## src/rtl/mul_pkg.sv

```systemverilog
// Shared definitions for the repeated-addition multiplier control slice.
package mul_pkg;

    // Width of the shared operand bus, the A/B/P registers and the EQZ detector.
    localparam int unsigned DATA_W = 16;

    // Controller states.
    typedef enum logic [2:0] {
        IDLE   = 3'd0,
        LOAD_A = 3'd1,
        LOAD_B = 3'd2,
        RUN    = 3'd3,
        DONE   = 3'd4
    } mul_state_t;

endpackage

```

## src/rtl/mul_iter_cnt.sv

```systemverilog
// Add-iteration counter: synchronous clear, saturating increment, terminal-count flag.
module mul_iter_cnt #(
    parameter int unsigned CNT_W    = 16,
    parameter int unsigned MAX_ITER = 65535
) (
    input  logic             clk,
    input  logic             rst,
    input  logic             clr_i,
    input  logic             inc_i,
    output logic [CNT_W-1:0] count_o,
    output logic             tc_o
);

    logic [CNT_W-1:0] count_q;
    logic [CNT_W-1:0] count_d;
    logic             at_max;

    assign at_max  = (count_q == CNT_W'(MAX_ITER));
    assign tc_o    = at_max;
    assign count_o = count_q;

    // Next count: clear wins over increment; increment stops at MAX_ITER.
    always_comb begin
        count_d = count_q;
        if (clr_i) begin
            count_d = '0;
        end else if (inc_i && !at_max) begin
            count_d = count_q + CNT_W'(1);
        end
    end

    // Count register with synchronous reset.
    always_ff @(posedge clk) begin
        if (rst) begin
            count_q <= '0;
        end else begin
            count_q <= count_d;
        end
    end

endmodule

```

## src/rtl/mul_ctrl.sv

```systemverilog
// Control FSM for the repeated-addition multiplier (A reg, B down-counter, P accumulator).
module mul_ctrl
    import mul_pkg::*;
#(
    parameter int unsigned CNT_W    = 16,
    parameter int unsigned MAX_ITER = 65535
) (
    input  logic             clk,
    input  logic             rst,
    input  logic             start,
    input  logic             data_valid,
    input  logic             eqz,
    output logic             ldA,
    output logic             ldB,
    output logic             clrP,
    output logic             ldP,
    output logic             decB,
    output logic             busy,
    output logic             done,
    output logic             err,
    input  logic             ack,
    output logic [CNT_W-1:0] iter_count
);

    mul_state_t state_q;
    mul_state_t state_d;
    logic       err_q;
    logic       err_d;
    logic       cnt_clr;
    logic       cnt_inc;
    logic       cnt_tc;

    mul_iter_cnt #(
        .CNT_W    (CNT_W),
        .MAX_ITER (MAX_ITER)
    ) u_iter_cnt (
        .clk     (clk),
        .rst     (rst),
        .clr_i   (cnt_clr),
        .inc_i   (cnt_inc),
        .count_o (iter_count),
        .tc_o    (cnt_tc)
    );

    // Next-state and Mealy strobe decode; every output defaults to inactive.
    always_comb begin
        state_d = state_q;
        err_d   = err_q;
        ldA     = 1'b0;
        ldB     = 1'b0;
        clrP    = 1'b0;
        ldP     = 1'b0;
        decB    = 1'b0;
        busy    = 1'b1;
        done    = 1'b0;
        err     = 1'b0;
        cnt_clr = 1'b0;
        cnt_inc = 1'b0;
        case (state_q)
            IDLE: begin
                busy = 1'b0;
                if (start) begin
                    state_d = LOAD_A;
                end
            end
            LOAD_A: begin
                if (data_valid) begin
                    ldA     = 1'b1;
                    clrP    = 1'b1;
                    cnt_clr = 1'b1;
                    err_d   = 1'b0;
                    state_d = LOAD_B;
                end
            end
            LOAD_B: begin
                if (data_valid) begin
                    ldB     = 1'b1;
                    state_d = RUN;
                end
            end
            RUN: begin
                // Zero test takes priority so B == MAX_ITER completes without error.
                if (eqz) begin
                    state_d = DONE;
                end else if (cnt_tc) begin
                    err_d   = 1'b1;
                    state_d = DONE;
                end else begin
                    ldP     = 1'b1;
                    decB    = 1'b1;
                    cnt_inc = 1'b1;
                end
            end
            DONE: begin
                done = 1'b1;
                err  = err_q;
                if (ack) begin
                    state_d = IDLE;
                end
            end
            default: begin
                state_d = IDLE;
            end
        endcase
    end

    // State and error-flag registers with synchronous reset.
    always_ff @(posedge clk) begin
        if (rst) begin
            state_q <= IDLE;
            err_q   <= 1'b0;
        end else begin
            state_q <= state_d;
            err_q   <= err_d;
        end
    end

endmodule

```

## config.mk

```make
export PLATFORM = sky130hd
export DESIGN_NAME = mul_ctrl
export DESIGN_NICKNAME = d
export VERILOG_FILES = /design/src/rtl/mul_pkg.sv /design/src/rtl/mul_iter_cnt.sv /design/src/rtl/mul_ctrl.sv
export SDC_FILE = /design/constraint.sdc
export NUM_CORES = 1
export LEC_CHECK = 0
export ABC_AREA = 0
export BUFFER_PORTS_ARGS = -buffer_cell sky130_fd_sc_hd__buf_2
export CELL_PAD_IN_SITES_DETAIL_PLACEMENT = 2
export CELL_PAD_IN_SITES_GLOBAL_PLACEMENT = 2
export CORE_MARGIN = 2
export CORE_UTILIZATION = 32
export CTS_BUF_LIST = sky130_fd_sc_hd__clkbuf_8
export CTS_CLUSTER_DIAMETER = 120
export CTS_CLUSTER_SIZE = 12
export DETAILED_ROUTE_END_ITERATION = 10
export PLACE_DENSITY_LB_ADDON = 0.1
export SYNTH_ARGS = -nofsm -noshare
export SYNTH_HDL_FRONTEND = slang
export SYNTH_SLANG_ARGS = --single-unit
```

## constraint.sdc

```tcl
create_clock -name clk -period 1.85 [get_ports clk]
set_input_delay 0.37 -clock clk [delete_from_list [all_inputs] [get_ports clk]]
set_output_delay 0.37 -clock clk [all_outputs]
set_load 0.01 [all_outputs]
```

==> Yosys cells after proc, flatten, opt, wreduce, memory -nomap -nowiden <==
Cells that the tools add are included.
{ "word_totals": {"register_bits": 20, "input_bits": 6, "out_inout_bits": 24, "word_cells": 43} }
{ "classes": {"n_addsub": 1, "eq_ne": 12, "n_mux": 20, "reduce_logical": 7} }
{ "op_table": {"columns": ["cell", "count"], "rows": [
  ["$mux W3", 6],
  ["$add A16 B1 Y16 const B", 1],
  ["$eq A16 B16 Y1 const B", 1],
  ["$pmux W3 S5", 1],
  ["$mux W1", 12],
  ["$ne A2 B2 Y1 const B", 5],
  ["$eq A3 B2 Y1 const B", 2],
  ["$reduce_and A5 Y1", 1],
  ["$reduce_and A4 Y1", 1],
  ["$eq A3 B1 Y1 const B", 1],
  ["$eq A3 B3 Y1 const B", 1],
  ["$logic_not A3 Y1", 1],
  ["$ne A3 B2 Y1 const B", 1],
  ["$ne A2 B1 Y1 const B", 1],
  ["$pmux W1 S2", 1],
  ["$reduce_bool A2 Y1", 1],
  ["$reduce_or A2 Y1", 1],
  ["$logic_and A1 B1 Y1", 1],
  ["$logic_not A1 Y1", 1]
]} }

==> Logic depth before layout (Yosys ltp) <==
{ "depth": {"word_depth": 5, "ltp_mapped": 6, "mapped_depth_nobuf": 5} }

==> Cells and area by module <==
Synthesis repeated with hierarchy kept, for this count alone.
{ "hier_totals": {"cells_unflattened": 134, "hier_area_um2": 1163.6} }
{ "modules_own_cells": {"columns": ["module", "instances", "cells_each", "area_each_um2", "seq_area_each_um2"], "rows": [
  ["mul_iter_cnt", 1, 97, 830.8, 320.3],
  ["mul_ctrl", 1, 37, 332.8, 80.1]
]} }

==> Least setup slack after synthesis <==
OpenSTA, ideal clock, no wires.
{ "synth_timing": {"path_kind": "flip-flop to output port", "startpoint": "register u_iter_cnt.count_q[0], in the netlist u_iter_cnt.count_o[0]", "endpoint": "output port ldP", "arrival_time_ns": 1.475, "t_required_ns": 1.480, "path_slack_ns": 0.005, "stages_incl_launch_ff": 7, "n_path_buf": 2, "path_cell_list": "dfxtp_1 -> ha_1 -> nand4_1 -> nor4_4 -> buf_4 -> nor2_1 -> buf_4"} }
{ "synth_between": {"elab_chain_len": 4} }
{ "synth_rtl": {"columns": ["item", "line", "rtl"], "rows": [
  ["from (decl)", "mul_iter_cnt.sv:14", "logic [CNT_W-1:0] count_q;"],
  ["from (signal assigned)", "mul_iter_cnt.sv:37", "count_q <= count_d;"],
  ["$eq A16 B16 Y1", "mul_iter_cnt.sv:18", "assign at_max = (count_q == CNT_W'(MAX_ITER));"],
  ["$mux W1 (3 in a row)", null, null],
  ["to (decl)", "mul_ctrl.sv:16", "output logic ldP,"]
]} }
Every way passes these cells.

==> Final worst setup path <==
{ "layout_timing": {"startpoint": "register u_iter_cnt.count_q[0], in the netlist u_iter_cnt.count_o[0]", "endpoint": "output port decB"} }
{ "layout_between": {"elab_chain_len": 4} }
{ "layout_rtl": {"columns": ["item", "line", "rtl"], "rows": [
  ["$eq A16 B16 Y1", "mul_iter_cnt.sv:18", null],
  ["$mux W1", "mul_ctrl.sv:85", "end else if (cnt_tc) begin"],
  ["$mux W1", "mul_ctrl.sv:83", "if (eqz) begin"],
  ["$mux W1", "mul_ctrl.sv:59", "case (state_q)"],
  ["to (decl)", "mul_ctrl.sv:17", "output logic decB,"]
]} }
Every way passes these cells.

==> flow_metrics.py <==
metrics = {
    "power_and_ir_drop": {
        "p_leak_nw": 0.674,
        "total_power_uw": 994,
        "vdd_drop_max_mv": 0.266,
        "powerDensity_nw_per_um2": 607,
    },
    "yosys": {
        "synth_seq_cells": 20,
        "synth_top_area_share": 0.322,
        "ys.flop_type": "dfxtp_1",
        "yosysTopAreaCell": "dfxtp_1",
        "ys_types": 41,
        "async_reset_ff_frac": 0,
        "synthesis.nets": 147,
        "synthTopCellsByArea": "dfxtp_1 (32%), o31ai_1 (6.0%), or4_1 (6.0%)",
        "yosys_warnings": 0,
        "avgSynthCellArea_um2": 8.88,
        "ys_seq_area_frac": 0.322,
        "yosysMostFrequentCell": "dfxtp_1",
        "synthCells": 140,
        "synth.top_cells.by_count": "dfxtp_1 (20), a21oi_1 (14), o31ai_1 (10), or4_1 (10), nand2_1 (7)",
        "netlist_area_um2": 1240,
        "synth_edf_count": 0,
    },
    "floorplanning": {
        "dieArea_um2": 4400,
        "core-area_um2": 3690,
        "ioPinCount": 30,
        "die_y_um": 66.3,
        "row_count": 22,
        "die-width_um": 66.3,
        "start_util": 0.337,
    },
    "timing": {
        "rsz0062_at_grt": "true",
        "finalHoldViolCount": 0,
        "final_max_slew_viol_count": 0,
        "fin_skew_ns": 0.00933,
        "min_period_ns": 1.80,
        "slew_headroom": 0.694,
        "max_freq_mhz": 554,
        "worst_pin_slew_ns": 0.458,
        "finalCritPeriodShare": 0.975,
        "finalSetupViolations": 0,
        "fin_ws_ns": 0.0465,
    },
    "global_routing": {
        "grt_usage": 0.204,
        "overflow": 0,
        "grt_pass1_wl_um": 6730,
        "grt_max_degree": 15,
        "grt_pass1_vias": 1312,
        "grt_antenna_before_repair": 0,
    },
    "clock_network": {
        "root_buffer": "clkbuf_8",
        "numCtsBuffers": 3,
        "clock_path_buffers": 2,
        "clock_latency_ns": 0.27,
        "cts.clk_slew.worst_paths_ns": 0.09,
        "htreeDepth": 1,
        "cts_tree": "built",
        "clock-sinks": 20,
    },
    "worst_setup_path": {
        "critical_path_arrival_ns": 1.43,
        "cpPeakStageDelay_ns": 0.37,
        "crit_slowest_cell": "dfxtp_2",
        "critical_path.top_delay_family": "simple AND/OR/NAND/NOR gates",
        "cp_max_fo": 2,
        "cp_num_buf_inv": 1,
        "regToRegSetupSlack_ns": 0.12,
        "crit_path_cell_trace": "ha_4 > nand4_1 > nor4_4 > nor2_1 > buf_2",
        "cp-end-kind": "output port",
        "worst-setup-path-type": "reg2out",
        "worstSetupStartpointType": "flop",
        "cp_data_required_time_ns": 1.48,
    },
    "placed_design": {
        "preCtsSetupSlack_ns": 0.0671,
        "gp_congestion": 0.792,
        "dp_hpwl_um": 3080,
        "io_buffers": 29,
    },
    "min_path": {
        "hold_path.class": "in2reg",
    },
    "detailed_routing": {
        "vias": 1309,
        "viasPerCell": 5.74,
        "firstDrtPassIters": 4,
        "drt_iter0_drc": 52,
        "wirelength_um": 4260,
        "detail-route-antenna-nets": 0,
        "drcViolationCount": 0,
        "post_drt_wl_per_cell_um": 18.7,
    },
    "cells_and_area": {
        "diodes": 0,
        "regArea_um2": 418,
        "multiInputGateArea_um2": 817,
        "fillers": 420,
        "fin_nets": 188,
        "area.growth.synth_to_final_pct": 31.8,
        "layout-drive-gt1-share": 0.428,
    },
    "outcome": {
        "status": "completed",
    },
    "run": {
        "maxCapViolations": 0,
    },
}
layer usage:
metal	global-route usage	up-vias	wire length, um
met5	0	-	0
li1	-	619	-
met4	0.0536	0	44
met2	0.371	21	2340
met3	0.0256	5	98
met1	0.250	664	1780
cell families (layout without fill, tap and decap cells):
logic type	after synthesis	after routing	share of synthesized area
buf+inv	11	51	0.0473
simple gates	67	67	0.397
flops	20	20	0.322
mux	3	3	0.0241
fa+ha+maj	1	1	0.0101
compound gates	37	37	0.192
xor+xnor	1	1	0.00704
layout make-up:
cell class / instances / area share
sequential: 20 / 0.255
inverter: 2 / 0.00458
timing repair buffer: 45 / 0.162
clock inverter: 1 / 0.0183
tap: 48 / 0.0366
clock buffer: 3 / 0.0252
multi-input combinational: 109 / 0.498
sequential cells by signal (all words and copies together) (netlist names):
name / flops
u_iter_cnt.count_o: 16
state_q: 3
err_q: 1
report_power, final:
group / switching, mW / internal, mW / total, mW
logic: 0.0557 / 0.0405 / 0.0962
clock network: 0.168 / 0.289 / 0.458
registers: 0.00614 / 0.434 / 0.440
final timing paths:
check                   startpoint    endpoint  cells after the start
min reg2reg                  err_q       err_q                      1
max          u_iter_cnt.count_o[0]        decB                      5
max reg2reg  u_iter_cnt.count_o[0]  state_q[1]                      6
min                            rst  state_q[1]                      2
layout by cell type (no fill, tap or decap), types with 3 or more instances in the layout:
cell type and instances:
o211ai_1 3, or3_1 4, and2_1 3, o31ai_1 10, nand4_4 3, a21oi_1 14
o21a_1 3, buf_2 29, nor2_1 5, nand4_1 3, nand3_1 6, o21ai_0 3
clkbuf_8 3, nand2_1 7, buf_4 16, dfxtp_1 8, dfxtp_2 11, or4_1 10
mux2i_1 3, nand2b_1 3
through the flow:
step,std cells,hold slack [ns],TNS (ns),cell area [um^2],utilization
floorplan,140,0.432,0,1240,-
detailed placement,222,0.455,0,1500,0.407
finish,228,0.366,0,1640,0.444
CTS,228,0.364,0,1610,0.438
global placement,222,0.449,0,1500,0.407
global route,228,0.386,-0.0784,1640,0.444
timing repair:
| item | in CTS | in global routing |
|---|---|---|
| pin swaps | 2 | 0 |
| hold endpoints to repair | 0 | 0 |
| setup buffers | 2 | 0 |
| hold buffers | 0 | 0 |
| setup endpoints to repair | 2 | 2 |
| gates resized for setup | 13 | 6 |
Note: power is estimated with default switching activity, not from simulation.
